**config.mk**
```make
export PLATFORM = sky130hd
export DESIGN_NAME = conv_ctrl
export DESIGN_NICKNAME = d
export VERILOG_FILES = /design/src/rtl/conv_pkg.sv /design/src/rtl/conv_addr_gen.sv /design/src/rtl/conv_ctrl.sv
export SDC_FILE = /design/constraint.sdc
export NUM_CORES = 1
export LEC_CHECK = 0
export CAP_MARGIN = 20
export CORE_ASPECT_RATIO = 1.2
export CORE_MARGIN = 3
export CORE_UTILIZATION = 54
export DETAILED_ROUTE_END_ITERATION = 7
export PLACE_DENSITY_LB_ADDON = 0.15
export SLEW_MARGIN = 20
export SYNTH_ARGS = -nofsm -noshare
export SYNTH_HDL_FRONTEND = slang
export SYNTH_SLANG_ARGS = --single-unit
```
**constraint.sdc**
```tcl
create_clock -name clk -period 1.92 [get_ports clk]
set_input_delay 0.576 -clock clk [delete_from_list [all_inputs] [get_ports clk]]
set_output_delay 0.576 -clock clk [all_outputs]
set_load 0.005 [all_outputs]
```
**src/rtl/conv_pkg.sv**
```systemverilog
// Shared states and constants for the conv_8_4 controller, its datapath and bench.
package conv_pkg;

   localparam int N_DEF  = 8;
   localparam int M_DEF  = 4;
   localparam int X_AW   = $clog2(N_DEF);
   localparam int F_AW   = $clog2(M_DEF);
   localparam int DIN_W  = 8;
   localparam int DOUT_W = 18;

   typedef enum logic [1:0] {
      ST_LOAD,
      ST_COMPUTE,
      ST_WAIT,
      ST_OUTPUT
   } state_t;

endpackage

```
**src/rtl/conv_addr_gen.sv**
```systemverilog
// j/k counters of the dot-product sweep; produces COMPUTE read addresses and issue flags.
module conv_addr_gen
   import conv_pkg::*;
#(
   parameter  int N  = N_DEF,
   parameter  int M  = M_DEF,
   localparam int XW = $clog2(N),
   localparam int FW = $clog2(M)
) (
   input  logic          i_clk,
   input  logic          i_reset,
   input  logic          i_clear,
   input  logic          i_step,
   input  logic          i_next_j,
   output logic [XW-1:0] o_addr_x,
   output logic [FW-1:0] o_addr_f,
   output logic          o_first,
   output logic          o_last,
   output logic          o_j_last
);

   localparam logic [FW-1:0] K_LAST = FW'(M - 1);
   localparam logic [XW-1:0] J_LAST = XW'(N - M);

   logic [XW-1:0] r_j;
   logic [FW-1:0] r_k;

   // k wraps to 0 after the last tap, so advancing j alone starts the next dot product
   always_ff @(posedge i_clk) begin
      if (i_reset || i_clear) begin
         r_j <= '0;
         r_k <= '0;
      end else begin
         if (i_step) begin
            r_k <= (r_k == K_LAST) ? '0 : r_k + 1'b1;
         end
         if (i_next_j) begin
            r_j <= r_j + 1'b1;
         end
      end
   end

   assign o_addr_x = r_j + XW'(r_k);
   assign o_addr_f = r_k;
   assign o_first  = (r_k == '0);
   assign o_last   = (r_k == K_LAST);
   assign o_j_last = (r_j == J_LAST);

endmodule

```
**src/rtl/conv_ctrl.sv**
```systemverilog
// conv_ctrl: load / MAC / output sequencing for the conv_8_4 convolution datapath.
// Define CONV_PERF_EN to add the stall_cnt and iter_done performance outputs.
module conv_ctrl
   import conv_pkg::*;
#(
   parameter  int N  = N_DEF,
   parameter  int M  = M_DEF,
   localparam int XW = $clog2(N),
   localparam int FW = $clog2(M),
   localparam int CW = $clog2(N + 1)
) (
   input  logic          clk,
   input  logic          reset,
   input  logic          s_valid_x,
   output logic          s_ready_x,
   input  logic          s_valid_f,
   output logic          s_ready_f,
   output logic          m_valid_y,
   input  logic          m_ready_y,
   output logic          wr_en_x,
   output logic          wr_en_f,
   output logic [XW-1:0] addr_x,
   output logic [FW-1:0] addr_f,
   output logic          acc_load,
   output logic          acc_en
`ifdef CONV_PERF_EN
   ,
   output logic [31:0]   stall_cnt,
   output logic          iter_done
`endif
);

   localparam logic [CW-1:0] X_FULL = CW'(N);
   localparam logic [CW-1:0] F_FULL = CW'(M);

   state_t        r_state, w_state_nxt;
   logic [CW-1:0] r_x_cnt, r_f_cnt, w_x_cnt_nxt, w_f_cnt_nxt;
   logic          r_iss_vld, r_iss_first;
   logic          w_ag_clear, w_ag_step, w_ag_next_j;
   logic [XW-1:0] w_ag_addr_x;
   logic [FW-1:0] w_ag_addr_f;
   logic          w_first, w_last, w_j_last;

   conv_addr_gen #(.N(N), .M(M)) u_addr_gen (
      .i_clk    (clk),
      .i_reset  (reset),
      .i_clear  (w_ag_clear),
      .i_step   (w_ag_step),
      .i_next_j (w_ag_next_j),
      .o_addr_x (w_ag_addr_x),
      .o_addr_f (w_ag_addr_f),
      .o_first  (w_first),
      .o_last   (w_last),
      .o_j_last (w_j_last)
   );

   // Issue flags are delayed one cycle so the strobes meet the registered read data
   always_ff @(posedge clk) begin
      if (reset) begin
         r_state     <= ST_LOAD;
         r_x_cnt     <= '0;
         r_f_cnt     <= '0;
         r_iss_vld   <= 1'b0;
         r_iss_first <= 1'b0;
      end else begin
         r_state     <= w_state_nxt;
         r_x_cnt     <= w_x_cnt_nxt;
         r_f_cnt     <= w_f_cnt_nxt;
         r_iss_vld   <= w_ag_step;
         r_iss_first <= w_ag_step & w_first;
      end
   end

   always_comb begin
      w_state_nxt = r_state;
      w_x_cnt_nxt = r_x_cnt;
      w_f_cnt_nxt = r_f_cnt;
      w_ag_clear  = 1'b0;
      w_ag_step   = 1'b0;
      w_ag_next_j = 1'b0;
      s_ready_x   = 1'b0;
      s_ready_f   = 1'b0;
      wr_en_x     = 1'b0;
      wr_en_f     = 1'b0;
      m_valid_y   = 1'b0;
      addr_x      = w_ag_addr_x;
      addr_f      = w_ag_addr_f;
      acc_load    = r_iss_vld & r_iss_first;
      acc_en      = r_iss_vld & ~r_iss_first;

      unique case (r_state)
         ST_LOAD: begin
            w_ag_clear = 1'b1;
            s_ready_x  = (r_x_cnt != X_FULL);
            s_ready_f  = (r_f_cnt != F_FULL);
            wr_en_x    = s_valid_x & s_ready_x;
            wr_en_f    = s_valid_f & s_ready_f;
            addr_x     = r_x_cnt[XW-1:0];
            addr_f     = r_f_cnt[FW-1:0];
            if (wr_en_x) w_x_cnt_nxt = r_x_cnt + 1'b1;
            if (wr_en_f) w_f_cnt_nxt = r_f_cnt + 1'b1;
            if ((w_x_cnt_nxt == X_FULL) && (w_f_cnt_nxt == F_FULL)) begin
               w_state_nxt = ST_COMPUTE;
            end
         end
         ST_COMPUTE: begin
            w_ag_step = 1'b1;
            if (w_last) w_state_nxt = ST_WAIT;
         end
         ST_WAIT: begin
            w_state_nxt = ST_OUTPUT;
         end
         ST_OUTPUT: begin
            m_valid_y = 1'b1;
            if (m_ready_y) begin
               if (w_j_last) begin
                  w_state_nxt = ST_LOAD;
                  w_x_cnt_nxt = '0;
                  w_f_cnt_nxt = '0;
               end else begin
                  w_state_nxt = ST_COMPUTE;
                  w_ag_next_j = 1'b1;
               end
            end
         end
         default: w_state_nxt = ST_LOAD;
      endcase

      // Reset is synchronous, so outputs are forced low combinationally in the reset cycle
      if (reset) begin
         s_ready_x   = 1'b0;
         s_ready_f   = 1'b0;
         wr_en_x     = 1'b0;
         wr_en_f     = 1'b0;
         m_valid_y   = 1'b0;
         addr_x      = '0;
         addr_f      = '0;
         acc_load    = 1'b0;
         acc_en      = 1'b0;
         w_ag_step   = 1'b0;
         w_ag_next_j = 1'b0;
      end
   end

`ifdef CONV_PERF_EN
   logic [31:0] r_stall_cnt;

   always_ff @(posedge clk) begin
      if (reset) begin
         r_stall_cnt <= '0;
      end else if ((r_state == ST_OUTPUT) && !m_ready_y && (r_stall_cnt != '1)) begin
         r_stall_cnt <= r_stall_cnt + 1'b1;
      end
   end

   assign stall_cnt = r_stall_cnt;
   assign iter_done = m_valid_y & m_ready_y & w_j_last;
`endif

endmodule

```
==> reports/qor.txt, run 1 <==
Outcome: finished with violations
Failing checks: negative setup slack
Via-per-instance ratio: 5.44
Fill count: 134
Endpoint type of the worst setup path: output pin
Sequential area share after synthesis: 27.9%
Mapped Cells: 145
Dominant cell type by area after synthesis: dfxtp_1
Synth top area share: 27.9%
Tot Pwr: 1.26 mW
Non-filler instance count after layout: 228
Initial Util: 58.3%
Post-Route WL: 3.28 mm
Worst rel slew slack: 56.8%
Die Y: 58.1 µm
Sw Share: 36.4%
CP required: 1.34 ns
Fin nets: 217
Final Hold Vio Count: 0
Hold/Removal Path Class: reg2reg
CTS tree: built
Startpoint types: flip-flop
LEAKAGE: 0.841 nW
Hold buffers post-CTS: 0
Ranking of synthesized cells by area: dfxtp_1 (28%), ha_1 (12%), mux2i_1 (9.0%)
Wire length of the first global-routing pass: 5.12 mm
Residual DRC: 0
Pwr Density: 707 nW/µm²
PnR worst setup slack: -0.328 ns
Post-Synth Adder-Cell Area: 13.9%
Core ar.: 2090 µm²
RSZ-0062 raised after global routing: true
Cell variety after synth: 36
WL/cell: 14.4 µm
Worst path buffer plus inverter count: 1
I/O Pins: 17
Worst-Margin Slew: 0.642 ns
Die Wd: 49.4 µm
Peak supply drop: 0.000629 V
Initial DRC Count: 31
Setup WS pre-CTS: -0.589 ns
Seq pwr share: 32.1%
Post-Synth XOR/XNOR Area: 2.87%
Post-synth EDFFs: 0
CTS clk-pin slew, worst paths: 0.11 ns
Net Sw Power: 0.460 mW
Most used cell, CP: nor2_1
Hpwl dp: 2.24 mm
Crit path max fanout: 2
Final setup fails: 3
Dpl cells: 215
GP Congestion: 0.883
Synthesis Warnings: 0
Synthesized Nets: 163
Commonest cells post-synth: nor2_1 (23), dfxtp_1 (17), ha_1 (12)
Ant diodes: 0
Grt ovf: 0
Simple-gate share of the synthesized area: 23.8%
Int Pwr: 0.804 mW
Most common cell in the netlist: nor2_1
H-tree levels: 1
Mux share of post-synthesis cell area: 12.1%
Yosys reg bits: 17
Max Cap Violations: 0
Antenna violations before repair: 0
Fmax: 0.445 GHz
Top_reg_cell synth: dfxtp_1
Largest net degree at the start of global routing: 14
Synth-to-layout area growth: 46.4%
Crit path time final: 2.25 ns
Post-Synthesis Cell Area: 1220 µm²
Crit path max-delay cell type: dfxtp_2
Compound-Gate Fraction of Synth Area: 14.8%
Number of global-route vias before repair: 1,178
Clk_lat worst skew: 0.31 ns
Largest family of logic cells by synthesized area: simple AND/OR/NAND/NOR gates
Num CTS Buffers: 3
# rows: 18
Final ANT Viol Nets: 0
Initial DRT Pass Iterations: 4
Period utilization: 117%
Crit path max-delay family: adder cells
Clock share of power: 16.3%
Via count: 1,241
Crit Path Class: reg2out
Worst path cell trace: ha_4 -> fa_2 -> xnor2_2 -> nor2_1 -> a21oi_1 -> nor2_1 -> buf_2
Worst EP arrival: 1.67 ns
CP peak stage delay: 0.35 ns
Async SR Flop Fraction: 0%
Die area: 2870 µm²
Setup Skew: 0.00814 ns
Synthesized area per cell: 8.42 µm²
Root buf cell: clkbuf_4
Clk buf depth: 2
Comb pwr share: 51.7%
CTS Sinks: 17
Slew Limit Fails: 0
Layout cells sized above 1: 42.4%
Total Routing Usage GR: 23.4%
PortBufs: 16
placed cells by master, fill, tap and decap left out, drive strengths merged, types with 2 or more instances in the layout:
cell,n
ha,12
nor2b,4
a21o,2
xnor2,3
clkdlybuf4s15,3
nand4,2
and2,2
nand2b,7
nor2,23
mux2i,11
nor3,5
a311oi,2
dfxtp,17
o21ai,3
buf,46
a22oi,4
clkbuf,4
mux2,3
nand2,10
a221oi,2
nand3b,2
nor3b,2
inv,10
a21oi,5
dlygate4sd2,4
worst min-delay path, delay by kind of cell, from the launching register on:
| kind | cells | cell delay, ns |
|---|---|---|
| xor+xnor | 1 | 0.17 |
| simple gates | 1 | 0.06 |
| flops | 1 | 0.36 |
stage by stage:
step	hold slack, ns	util, %	cell area [µm²]	TNS (ns)
2_1_floorplan	0.481	-	1220	0
3_3_place_gp	0.559	77.8	1630	-6.99
3_5_place_dp	0.570	77.8	1630	-7.49
4_1_cts	0.595	82.6	1730	-0.711
5_1_grt	0.668	85.4	1790	-1.65
6_report	0.622	85.4	1790	-0.591
registers in the layout (all words and copies together) (netlist names):
signal	count
u_addr_gen.o_addr_f	2
r_f_cnt	4
u_addr_gen.r_j	3
r_iss_first	1
r_x_cnt	4
r_iss_vld	1
r_state	2
power groups by stage:
stage,logic [mW],registers (mW),clock network [mW]
3_3_place_gp,0.549,0.405,0
5_1_grt,0.706,0.410,0.230
4_1_cts,0.599,0.403,0.211
2_1_floorplan,0.294,0.417,0
3_5_place_dp,0.568,0.406,0
6_report,0.653,0.406,0.206
path summary, 6_finish.rpt:
path	startpoint	endpoint	slack [ns]	cells past startpoint
min reg2reg	u_addr_gen.r_j[2]	u_addr_gen.r_j[2]	0.62	2
max	u_addr_gen.r_j[0]	addr_x[2]	-0.33	7
min	u_addr_gen.r_j[2]	u_addr_gen.r_j[2]	0.62	2
max reg2reg	u_addr_gen.r_j[0]	u_addr_gen.r_j[0]	-0.02	7
kinds of logic after synthesis:
| kind of cell | count (synthesis) |
|---|---|
| buffers and inverters | 15 |
| adders and majority gates | 13 |
| DFF | 17 |
| AOI/OAI and AO/OA | 23 |
| and+or+nand+nor | 59 |
| xor gates and xnor gates | 4 |
| muxes | 14 |
metal layers:
metal  up-vias  track usage (%)  wire (µm)
li1        608                -          -
met5         -                0          0
met2        35             42.3       1720
met4         0             15.4         96
met1       589             25.8       1350
met3         9             2.57        111
area by class of cell:
class                           instances  area (µm²)  area share [%]
Sequential cell                        17         350            19.6
Multi-Input combinational cell        113         922            51.6
Tap cell                               30        37.5            2.10
Timing Repair Buffer                   54         414            23.2
Clock buffer                            4        26.3            1.47
Inverter                               10        37.5            2.10
repair_timing:
item / CTS / global route
buffers inserted: 4 / 6
setup endpoints to repair: 14 / 20
pin swaps: 5 / 10
resized for setup: 64 / 16
hold endpoints to repair: 0 / 0
Note: power is estimated with default switching activity, not from simulation.
==> run 2: changes to the inputs <==
--- a/config.mk
+++ b/config.mk
@@ -11,6 +11,7 @@
 export CORE_UTILIZATION = 54
 export DETAILED_ROUTE_END_ITERATION = 7
 export PLACE_DENSITY_LB_ADDON = 0.15
+export SKIP_CTS_REPAIR_TIMING = 1
 export SLEW_MARGIN = 20
 export SYNTH_ARGS = -nofsm -noshare
 export SYNTH_HDL_FRONTEND = slang
==> run 2 against run 1 <==
The run still ends with negative setup slack left. Clock power about the same. Sequential power about the same. Total power up 0.68%. Combinational power up 1%. First-iteration DRC count unchanged. Clock-buffer cell count unchanged. Clock skew down 0.0052 ns.
==> reports/qor.txt, run 2 (synthesis results as in run 1) <==
LEAKAGE: 0.908 nW
Ant diodes: 0
Initial Util: 58.3%
Largest net degree at the start of global routing: 15
Crit path time final: 2.26 ns
Core ar.: 2090 µm²
WL/cell: 14.2 µm
Grt ovf: 0
CTS clk-pin slew, worst paths: 0.10 ns
Initial DRC Count: 31
Clock share of power: 16.3%
Worst-Margin Slew: 0.443 ns
PortBufs: 16
Startpoint types: flip-flop
Max Cap Violations: 0
Peak supply drop: 0.000767 V
Via-per-instance ratio: 5.48
Final Util: 85.5%
Wire length of the first global-routing pass: 4.60 mm
Net Sw Power: 0.461 mW
Post-Route WL: 3.20 mm
Slew Limit Fails: 0
Initial DRT Pass Iterations: 4
Crit Path Class: reg2out
Setup Skew: 0.00298 ns
Final setup fails: 7
CP required: 1.34 ns
Cells on worst reg2reg path: 9
Fmax: 0.443 GHz
Largest regs: r_f_cnt: 4 flops, r_x_cnt: 4 flops, u_addr_gen.r_j: 3 flops
Root buf cell: clkbuf_4
Antenna violations before repair: 0
Num CTS Buffers: 3
Final ANT Viol Nets: 0
H-tree levels: 1
Setup WS pre-CTS: -0.589 ns
CTS Sinks: 17
Commonest non-fill, non-tap cell in the layout: buf_4
Worst EP arrival: 1.68 ns
Layout cells sized above 1: 41.0%
Most used cell, CP: nor2_1
Comb pwr share: 52.0%
PnR worst setup slack: -0.339 ns
Clk_lat worst skew: 0.31 ns
Failing checks: negative setup slack
Period utilization: 118%
Endpoint type of the worst setup path: output pin
Die Y: 58.1 µm
Synth-to-layout area growth: 46.7%
CP peak stage delay: 0.36 ns
Int Pwr: 0.813 mW
Crit path max fanout: 2
Die area: 2870 µm²
Residual DRC: 0
Die Wd: 49.4 µm
# rows: 18
Leading cell types in the layout, fill and taps excluded: buf_4 (31), nor2_1 (21), mux2i_1 (11), dfxtp_1 (11), nand2_1 (8)
CTS tree: built
Via count: 1,234
Number of global-route vias before repair: 1,139
Worst rel slew slack: 70.4%
Crit path max-delay cell type: dfxtp_1
Hold/Removal Path Class: reg2reg
Outcome: finished with violations
GP Congestion: 0.883
Worst path cell trace: ha_4 -> fa_2 -> xnor2_1 -> nor2_1 -> a21oi_1 -> nor2_1 -> clkbuf_2
Final Hold Vio Count: 0
Worst hold path depth: 3
Pwr Density: 711 nW/µm²
Fin nets: 214
Clk buf depth: 2
Fill count: 126
Hpwl dp: 2.24 mm
Total Routing Usage GR: 20.8%
RSZ-0062 raised after global routing: true
Sw Share: 36.2%
I/O Pins: 17
Seq pwr share: 31.8%
[run 2: changes by cell type in the layout (fill, tap and decap cells not counted), sizes merged]
cell / delta
dlygate4sd2: -4
clkbuf: +5
buf: -8
clkdlybuf4s15: -3
dlymetal6s2s: +7
[run 2: cell type report]
cell class | count | area, µm² | area share [%]
inverter | 10 | 37.5 | 2.09
tap | 30 | 37.5 | 2.09
sequential | 17 | 348 | 19.4
timing repair buffer | 51 | 424 | 23.7
multi-input combinational | 113 | 918 | 51.3
clock buffer | 4 | 26.3 | 1.47
[run 2: power by group through the flow]
stage / combinational, mW / sequential (mW) / clock, mW
floorplan: 0.294 / 0.417 / 0
global placement: 0.549 / 0.405 / 0
detailed placement: 0.568 / 0.406 / 0
CTS: 0.569 / 0.398 / 0.211
global route: 0.712 / 0.409 / 0.227
finish: 0.662 / 0.405 / 0.207
[run 2: routing by layer]
metal | wire (µm) | GRT usage (%) | vias to the layer above
met5 | 0 | 0 | -
met4 | 176 | 15.0 | 0
met3 | 95 | 2.06 | 16
met2 | 1600 | 36.8 | 34
met1 | 1330 | 23.1 | 583
li1 | - | - | 601
[run 2: through the flow]
step	hold WS, ns	power [mW]	cells	setup TNS (ns)	cell area (µm²)
floorplan	0.481	0.711	145	0	1220
global placement	0.559	0.954	215	-6.99	1630
global route	0.599	1.35	225	-1.40	1790
CTS	0.592	1.18	219	-6.87	1660
finish	0.578	1.27	225	-0.936	1790
detailed placement	0.570	0.974	215	-7.49	1630
[run 2: worst paths after layout]
| check | startpoint | to | slack (ns) |
|---|---|---|---|
| setup / recovery | u_addr_gen.o_addr_f[0] | addr_x[2] | -0.34 |
| hold / removal | r_state[0] | r_state[0] | 0.58 |
| setup reg to reg | r_state[1] | r_state[0] | 0.09 |
| hold reg to reg | r_state[0] | r_state[0] | 0.58 |
[run 2: worst max-delay path: cells and delay by family, from the launching register on]
family,cells,cell delay [ns]
xor gates and xnor gates,1,0.13
and+or+nand+nor,2,0.21
buffers and inverters,1,0.12
AOI/OAI and AO/OA,1,0.05
DFF,1,0.36
adders and majority gates,2,0.49
==> run 3: changes to the inputs <==
==> constraint.sdc (replaced) <==
create_clock -name clk -period 2.2 [get_ports clk]
set_input_delay 0.66 -clock clk [delete_from_list [all_inputs] [get_ports clk]]
set_output_delay 0.66 -clock clk [all_outputs]
set_load 0.005 [all_outputs]
==> run 3 against run 2 <==
The run still ends with negative setup slack left. Sequential share of layout area is 0.94 points higher. Via count down 6.0%. Die area is the same. First-iteration DRC count grew 13%. Worst setup slack gained 0.20 ns. Clock power is 17% lower. Register-to-register slack improved by 0.06 ns. Design area down 5.3%. Worst hold slack better by 0.0098 ns. Sequential cell count unchanged. Global-route usage is essentially flat. Clock-buffer cell count stayed put. Critical endpoint unchanged. Largest cell class unchanged.
==> reports/qor.txt, run 3 (synthesis results as in run 1) <==
Post-Route WL: 3.03 mm
Fill count: 137
Startpoint types: flip-flop
CTS Sinks: 17
Crit path max fanout: 2
Setup WS pre-CTS: -0.476 ns
# rows: 18
RSZ-0062 raised after global routing: true
Initial DRC Count: 35
Final Hold Vio Count: 0
Root buf cell: clkbuf_4
Final setup fails: 2
Endpoint type of the worst setup path: output pin
Final ANT Viol Nets: 0
Hold/Removal Path Class: reg2reg
Number of global-route vias before repair: 1,148
Initial Util: 58.3%
Max Cap Violations: 0
Initial DRT Pass Iterations: 4
CTS tree: built
Final Util: 81.0%
Period utilization: 106%
Crit path max-delay family: adder cells
Layout cells sized above 1: 27.3%
Crit Path Class: reg2out
Worst EP arrival: 1.68 ns
GP Congestion: 0.866
Largest regs: r_f_cnt: 4 flops, r_x_cnt: 4 flops, u_addr_gen.r_j: 3 flops
Worst path cell trace: ha_2 -> fa_1 -> xnor2_1 -> nor2_1 -> a21oi_1 -> nor2_1 -> clkbuf_2
Num CTS Buffers: 3
Peak supply drop: 0.000542 V
Core ar.: 2090 µm²
Leading cell types in the layout, fill and taps excluded: nor2_1 (23), buf_4 (20), dfxtp_1 (13)
Ant diodes: 0
Worst path buffer plus inverter count: 1
Die area: 2870 µm²
Wire length of the first global-routing pass: 4.72 mm
CTS clk-pin slew, worst paths: 0.11 ns
Slew Limit Fails: 0
Via-per-instance ratio: 5.45
Antenna violations before repair: 0
LEAKAGE: 0.913 nW
Clk_lat worst skew: 0.29 ns
Failing checks: negative setup slack
Pwr Density: 618 nW/µm²
Dpl cells: 204
Fmax: 0.427 GHz
WL/cell: 14.2 µm
CP required: 1.54 ns
Die Y: 58.1 µm
Worst-Margin Slew: 0.721 ns
Setup_tns: -0.161 ns
PortBufs: 16
Synth-to-layout area growth: 38.9%
Via count: 1,160
Crit path max-delay cell type: fa_1
Clk buf depth: 2
Tot Pwr: 1.05 mW
PnR worst setup slack: -0.143 ns
Commonest non-fill, non-tap cell in the layout: nor2_1
Non-filler instance count after layout: 213
Largest net degree at the start of global routing: 16
CP peak stage delay: 0.37 ns
Residual DRC: 0
H-tree levels: 1
I/O Pins: 17
Worst rel slew slack: 51.5%
Most used cell, CP: nor2_1
Fin nets: 202
Setup Skew: 0.0117 ns
Die Wd: 49.4 µm
Grt ovf: 0
Outcome: finished with violations
Crit path time final: 2.34 ns
Total Routing Usage GR: 20.8%
Hpwl dp: 2.15 mm
==> run 3: worst reg2reg max path, delay by kind of cell, from the launching register on <==
family	cells	cell delay, ns
AOI/OAI and AO/OA	1	0.59
xor gates and xnor gates	1	0.17
adders and majority gates	1	0.16
buffers and inverters	3	0.34
DFF	1	0.35
and+or+nand+nor	2	0.37
==> run 3: per-layer routing <==
layer	part of all wire, %	vias up	global-route usage, %
met3	4.1	6	2.83
li1	-	575	-
met5	0	-	0
met2	53	35	39.5
met1	41	544	22.8
met4	1.9	0	9.09
==> run 3: path summary, 6_finish.rpt <==
kind,from,end,slack (ns),cells past startpoint
setup / recovery,u_addr_gen.r_j[0],addr_x[2],-0.14,7
hold / removal,r_f_cnt[0],r_f_cnt[0],0.59,3
setup reg to reg,r_state[1],u_addr_gen.r_j[0],0.15,8
hold reg to reg,r_f_cnt[0],r_f_cnt[0],0.59,3
==> run 3: per-stage QoR <==
| step | area (µm²) | hold WS (ns) |
|---|---|---|
| after floorplan | 1220 | 0.481 |
| after global placement | 1550 | 0.492 |
| after detailed placement | 1550 | 0.528 |
| after CTS | 1570 | 0.543 |
| after global routing | 1700 | 0.625 |
| final | 1700 | 0.588 |
==> run 3: area by class of cell <==
type                            instances  area, µm²  share of cell area, %
Inverter                               10       37.5                   2.21
Sequential cell                        17        345                   20.4
Timing Repair Buffer                   39        377                   22.2
Clock buffer                            4       26.3                   1.55
Multi-Input combinational cell        113        873                   51.5
Tap cell                               30       37.5                   2.21
==> run 3: report_power, final <==
part,switching [mW],internal [mW]
Clock,0.102,0.0704
Combinational,0.257,0.266
Sequential,0.0164,0.336
